### src/rtl/mem_arbiter.sv
// Two-port (instruction / data) arbiter in front of a single-port memory.
// Round-robin grant, one outstanding transaction, with a bounded wait for m_ready.
//
// state | meaning
// ------+-----------------------------------------------------------------
// IDLE  | no transaction; a pending request is granted on the next edge
// BUSY  | command presented on m_*, waiting for m_ready or timeout
// RESP  | ack (and err) of the granted port is high for this one cycle
module mem_arbiter #(
  parameter int AW      = 32,
  parameter int DW      = 32,
  parameter int TIMEOUT = 15
) (
  input  logic          clk,
  input  logic          rst,

  input  logic          i_req,
  input  logic [AW-1:0] i_addr,
  output logic [DW-1:0] i_rdata,
  output logic          i_ack,
  output logic          i_err,

  input  logic          d_req,
  input  logic          d_we,
  input  logic [3:0]    d_be,
  input  logic [AW-1:0] d_addr,
  input  logic [DW-1:0] d_wdata,
  output logic [DW-1:0] d_rdata,
  output logic          d_ack,
  output logic          d_err,

  output logic          m_req,
  output logic          m_we,
  output logic [3:0]    m_be,
  output logic [AW-1:0] m_addr,
  output logic [DW-1:0] m_wdata,
  input  logic [DW-1:0] m_rdata,
  input  logic          m_ready
);

  typedef enum logic [1:0] {
    IDLE = 2'd0,
    BUSY = 2'd1,
    RESP = 2'd2
  } state_t;

  localparam logic [7:0] CNT_TC = 8'(TIMEOUT - 1);

  state_t     state;
  logic       last_grant;  // 1 = data port won the most recent grant
  logic       grant_d;     // port owning the current transaction
  logic [7:0] cnt;
  logic       pick_d;
  logic       done;

  // Data wins when it is alone, or when both request and instruction won last.
  always_comb begin
    pick_d = d_req & (~i_req | ~last_grant);
  end

  always_comb begin
    done = m_ready | (cnt == CNT_TC);
  end

  always_ff @(posedge clk or posedge rst) begin
    if (rst) begin
      state      <= IDLE;
      last_grant <= 1'b0;
      grant_d    <= 1'b0;
      cnt        <= '0;
      m_req      <= 1'b0;
      m_we       <= 1'b0;
      m_be       <= '0;
      m_addr     <= '0;
      m_wdata    <= '0;
      i_rdata    <= '0;
      i_ack      <= 1'b0;
      i_err      <= 1'b0;
      d_rdata    <= '0;
      d_ack      <= 1'b0;
      d_err      <= 1'b0;
    end else begin
      case (state)
        IDLE: begin
          if (i_req | d_req) begin
            state      <= BUSY;
            m_req      <= 1'b1;
            cnt        <= '0;
            grant_d    <= pick_d;
            last_grant <= pick_d;
            if (pick_d) begin
              m_we    <= d_we;
              m_be    <= d_be;
              m_addr  <= d_addr;
              m_wdata <= d_wdata;
            end else begin
              m_we    <= 1'b0;
              m_be    <= 4'hF;
              m_addr  <= i_addr;
              m_wdata <= '0;
            end
          end
        end

        BUSY: begin
          if (done) begin
            // m_ready wins over the timeout when both hit on the same edge
            state <= RESP;
            m_req <= 1'b0;
            if (grant_d) begin
              d_ack   <= 1'b1;
              d_err   <= ~m_ready;
              d_rdata <= m_ready ? m_rdata : '0;
            end else begin
              i_ack   <= 1'b1;
              i_err   <= ~m_ready;
              i_rdata <= m_ready ? m_rdata : '0;
            end
          end else begin
            cnt <= cnt + 8'd1;
          end
        end

        RESP: begin
          state <= IDLE;
          i_ack <= 1'b0;
          i_err <= 1'b0;
          d_ack <= 1'b0;
          d_err <= 1'b0;
        end

        default: begin
          state <= IDLE;
          m_req <= 1'b0;
          i_ack <= 1'b0;
          d_ack <= 1'b0;
        end
      endcase
    end
  end

endmodule

### config.mk
export PLATFORM = sky130hd
export DESIGN_NAME = mem_arbiter
export DESIGN_NICKNAME = d
export VERILOG_FILES = /design/src/rtl/mem_arbiter.sv
export SDC_FILE = /design/constraint.sdc
export NUM_CORES = 1
export LEC_CHECK = 0
export CAP_MARGIN = 10
export CORE_MARGIN = 4
export CORE_UTILIZATION = 37
export DETAILED_ROUTE_END_ITERATION = 12
export GPL_TIMING_DRIVEN = 0
export PLACE_DENSITY = 0.76
export SYNTH_ARGS = -nofsm -noshare
export SYNTH_HDL_FRONTEND = slang
export SYNTH_SLANG_ARGS = --single-unit
### constraint.sdc
create_clock -name clk -period 4.6 [get_ports clk]
set_input_delay 0.69 -clock clk [delete_from_list [all_inputs] [get_ports clk]]
set_output_delay 0.69 -clock clk [all_outputs]
set_load 0.02 [all_outputs]
# Yosys cells after proc, flatten, opt, wreduce, memory -nomap -nowiden
# Cells that the tools add are included.
# op_classes
n_eq_ne	8
reduce_logical	13
add_sub_neg	1
bitwise	9
n_mux	26
# ops
operator	n
2-to-1 mux 32 bit	3
AND reduction 3 bit	8
2-to-1 mux 8 bit	2
one-hot mux 8 bit (2 select lines)	1
2-to-1 mux 1 bit	11
!= test 2 bit, second input constant	5
adder 8 x 1 -> 8 bit, second input constant	1
== test 8 x 4 -> 1 bit, second input constant	1
one-hot mux 1 bit (2 select lines)	4
inverter 1 bit	5
2-to-1 mux 2 bit	2
2-to-1 mux 4 bit	1
one-hot mux 2 bit (2 select lines)	1
AND reduction 2 bit	2
nonzero test 2 bit	2
OR 1 bit	3
one-hot mux 1 bit (3 select lines)	1
== test 2 x 1 -> 1 bit, second input constant	1
== test 2 bit, second input constant	1
zero test 2 bit	1
AND 1 bit	1
# totals
in_bits	138
reg_bits	149
out_inout_bits	138
elab_cells	71

# Depth between registers and ports, before layout
# logic_depth
ltp_word	4
ltp_mapped	7

# Least setup slack after synthesis
# No wires, ideal clock.
# synth_timing
kind	input port to flip-flop
start	input m_ready
end	register cnt[3]
path_slack_ns	2.767
stages	6
arrival_ns	1.746
required_ns	4.513
n_path_buf	2
setup_time_ns	0.087
cell_sequence	clkbuf_1 > nor3b_2 > a21bo_2 > buf_6 > or3_1 > o211ai_1
# synth_via
elab_chain_cells	3
# synth_lines
element	line	source
start: declaration	38	input logic m_ready
OR 1 bit	62	done = m_ready | (cnt == CNT_TC);
!= test 2 bit (no source line)	n/a	
AND reduction 3 bit (no source line)	n/a	
end signal: assignment	120	cnt <= cnt + 8'd1;
end: declaration	52	logic [7:0] cnt;
# No other way between the ends.
# A chain may end at the register's enable or synchronous reset.

# Worst setup path in the final report
# layout_timing
start	input d_req
end	register cnt[7]
# layout_via
elab_chain_cells	3
# layout_lines
element	line	source
start: declaration	23	input logic d_req,
OR 1 bit	85	if (i_req | d_req) begin
!= test 2 bit (no source line)	n/a	
AND reduction 3 bit (no source line)	n/a	
# No other way between the ends.

==> flow_metrics.env <==
export IMPL_dp_hpwl_um=13700
export IMPL_clock_sinks=149
export IMPL_firstDrtPassIters=5
export IMPL_cp_num_buf_inv=3
export IMPL_core_area_um2=15800
export IMPL_slew_headroom_pct=51.4
export IMPL_htreeDepth=4
export IMPL_tightest_slew_ps=724
export IMPL_drc=0
export IMPL_crit_path_frequent_cell="buf_2"
export IMPL_drt_iter0_markers=264
export IMPL_antenna_found_initial=0
export IMPL_grt_util_met1_pct=24.6
export IMPL_synth_compound_area_share_pct=21.5
export IMPL_yosysMostFrequentCell="dfrtp_1"
export IMPL_total_power_uw=6980
export IMPL_p_leak_uw=0.00409
export IMPL_rr_worst_depth=7
export IMPL_hp_class="flop to flop"
export IMPL_grt_busiest_layer="met2"
export IMPL_ys_top_cells_by_area="dfrtp_1, a32o_1, mux2i_1"
export IMPL_viasPerCell=5.16
export IMPL_syn_nets=603
export IMPL_dieArea_um2=18100
export IMPL_path_depth=6
export IMPL_yosysUniqueCellTypes=38
export IMPL_p_comb_share_pct=47.2
export IMPL_grt_ovfl_total=0
export IMPL_synth_area_per_cell_um2=12.8
export IMPL_p_int_uw=4400
export IMPL_max_freq_mhz=458
export IMPL_status="complete, no violations"
export IMPL_synth_mux_area_share_pct=5.56
export IMPL_ant_nets=0
export IMPL_cp_slowest_stage_delay_ps=550
export IMPL_postLayoutCoreUtil_pct=61.0
export IMPL_fin_tns_setup_ps=0
export IMPL_routed_wl_um=17900
export IMPL_path_class="input pin to flop"
export IMPL_nNetsFinal=900
export IMPL_clkLatencyLatePin_ps=410
export IMPL_area_growth_pct=62.5
export IMPL_seqPwrFrac_pct=32.3
export IMPL_num_rows=46
export IMPL_tritoncts="yes"
export IMPL_postSynthCellCount=463
export IMPL_drv_cap=0
export IMPL_ys_async_sr_fraction_pct=100
export IMPL_synth_top_area_share_pct=62.8
export IMPL_die_w_um=135
export IMPL_crit_slowest_cell="o21ai_1"
export IMPL_drv_slew=0
export IMPL_synth_warnings=0
export IMPL_synth_adder_area_share_pct=0.421
export IMPL_skew_ps=13.2
export IMPL_yosys_top_cells_count="dfrtp_1, a32o_1, nand2_1"
export IMPL_min_to="m_addr[31]$_DFFE_PP0P_"
export IMPL_grt_util_all_layers_pct=19.7
export IMPL_end_kind="flop"
export IMPL_finalCritPeriodShare_pct=47.4
export IMPL_synth_top_cell_by_area="dfrtp_1"
export IMPL_cts_hold_buf=0
export IMPL_ir_drop_uv=382
export IMPL_port_buffer_count=274
export IMPL_postCtsSetupRepairBufs=0
export IMPL_clockBufferDepth=2
export IMPL_synth_xor_area_share_pct=0.147
export IMPL_rsz0062_at_grt="no"
export IMPL_arrival_ps=2500
export IMPL_required_ps=4910
export IMPL_crit_family="buffers and inverters"
export IMPL_synth_edff_count=0
export IMPL_use_met2_pct=33.1
export IMPL_vias=5100
export IMPL_synth_top_family_by_area="compound AO/OA/AOI/OAI gates"
export IMPL_final_hold_violation_count=0
export IMPL_finalSetupViolations=0
export IMPL_gp_congestion=0.770
export IMPL_ys_flop_type="dfrtp_1"
export IMPL_whs_path_depth=2
export IMPL_sw_frac_of_total_pct=37.0
export IMPL_clk_transition_reported_paths_ps=60
export IMPL_synth_seq_cells=149
export IMPL_fin_crit_ps=2180
export IMPL_clockPowerShare_pct=20.4
export IMPL_grt_start_max_net_pins=36
export IMPL_start_util_pct=37.5
export IMPL_cts_resized=0
export IMPL_startpoint_type="input pin"
export IMPL_p_per_area_nw_per_um2=723
export IMPL_p_switching_uw=2590
export IMPL_timing_rr_start="cnt[0]$_DFFE_PP0P_"
export IMPL_io_pins=276
export IMPL_rrSetupSlack_ps=2560
export IMPL_cts_made_buffers=17
export IMPL_syn_cell_area_um2=5940
export IMPL_die_h_um=135
export IMPL_use_met3_pct=5.37
export IMPL_worstHoldStart="m_addr[31]$_DFFE_PP0P_"
export IMPL_grt_pass1_vias=5541
export IMPL_synth_seq_area_share_pct=62.8
export IMPL_diodes=0
export IMPL_path_cells="clkdlybuf4s50_1 > o21ai_1 > buf_2 > buf_2 > o211ai_1 > o31ai_1"
export IMPL_crit_fanout=10
export IMPL_worstReg2RegEnd="i_rdata[28]$_DFFE_PP0P_"
export IMPL_drive_above_1_share_pct=8.41
export IMPL_cts_root_buf="clkbuf_16"
export IMPL_wl_per_cell_um=18.1
export IMPL_yosys_area_share_simple_pct=5.75
export IMPL_grt_pass1_wl_um=28400
sequential cells by signal, summed over array words and instances, names as in the netlist:
register  count
d_err         1
i_rdata      32
m_req         1
grant_d       1
cnt           8
m_wdata      32
i_ack         1
d_ack         1
i_err         1
m_we          1
m_addr       32
state         2
d_rdata      32
m_be          4
layout by cell type (no fill, tap or decap), types with 2 or more instances in the layout:
cell / count
a32o_1: 64
a22o_1: 33
nand2_1: 46
bufinv_16: 3
clkinvlp_4: 5
clkinv_4: 2
mux2i_1: 33
o22a_1: 4
or3_1: 2
o21ai_0: 34
nand3_1: 7
inv_8: 2
and3_1: 2
o211ai_1: 3
buf_12: 4
clkdlybuf4s50_1: 274
a21oi_1: 7
buf_2: 21
buf_6: 2
clkbuf_1: 20
dfrtp_1: 149
inv_1: 5
nor2_1: 7
ha_1: 2
clkbuf_16: 17
o31ai_1: 3
cell families after synthesis:
kind of cell | after synthesis
adder cells (fa/ha/maj) | 2
AND/OR/NAND/NOR | 73
flip-flops | 149
XOR/XNOR | 1
buffers and inverters | 49
multiplexers | 33
AO/OA/AOI/OAI | 156
how the worst max path moves through the flow:
stage	start	endpoint	slack [ps]
after floorplan	rst	cnt[0]$_DFFE_PP0P_	2040
after global placement	rst	m_addr[7]$_DFFE_PP0P_	900
after detailed placement	i_req	cnt[7]$_DFFE_PP0P_	1920
after CTS	i_req	cnt[7]$_DFFE_PP0P_	2380
after global routing	i_req	cnt[7]$_DFFE_PP0P_	2260
final	d_req	cnt[7]$_DFFE_PP0P_	2420
layout make-up:
cell class	instances	area, um^2
buffer	43	206
clock buffer	19	443
clock inverter	13	174
fill	1251	6180
inverter	6	26.3
multi-input combinational	265	1980
sequential	149	3730
tap	216	270
timing repair buffer	278	2820
per-layer routing:
metal / vias up / wire length (um)
li1: 2345 / -
met1: 2526 / 7270
met2: 197 / 9050
met3: 32 / 1140
met4: 0 / 462
met5: - / 0
per-stage QoR:
step / setup slack, ps / hold WS (ps) / cell area, um^2 / instances
CTS: 2380 / 483 / 9650 / 989
global placement: 903 / 466 / 8950 / 953
global route: 2260 / 500 / 9650 / 989
detailed placement: 1920 / 469 / 9030 / 957
floorplan: 2040 / 444 / 5940 / 463
finish: 2420 / 479 / 9650 / 989
worst min-delay path, delay by kind of cell, from the launching register on:
kind,cells,cell delay [ps]
flops,1,340
simple gates,1,40
compound gates,1,60
power by group through the flow:
stage          sequential [uW]  clock [uW]  combinational [uW]
3_5_place_dp              2260           0                3330
4_1_cts                   2260        1460                3340
5_1_grt                   2330        1510                3520
6_report                  2260        1430                3300
3_3_place_gp              2250           0                3250
2_1_floorplan             2950           0                 971
Note: power is estimated with default switching activity, not from simulation.
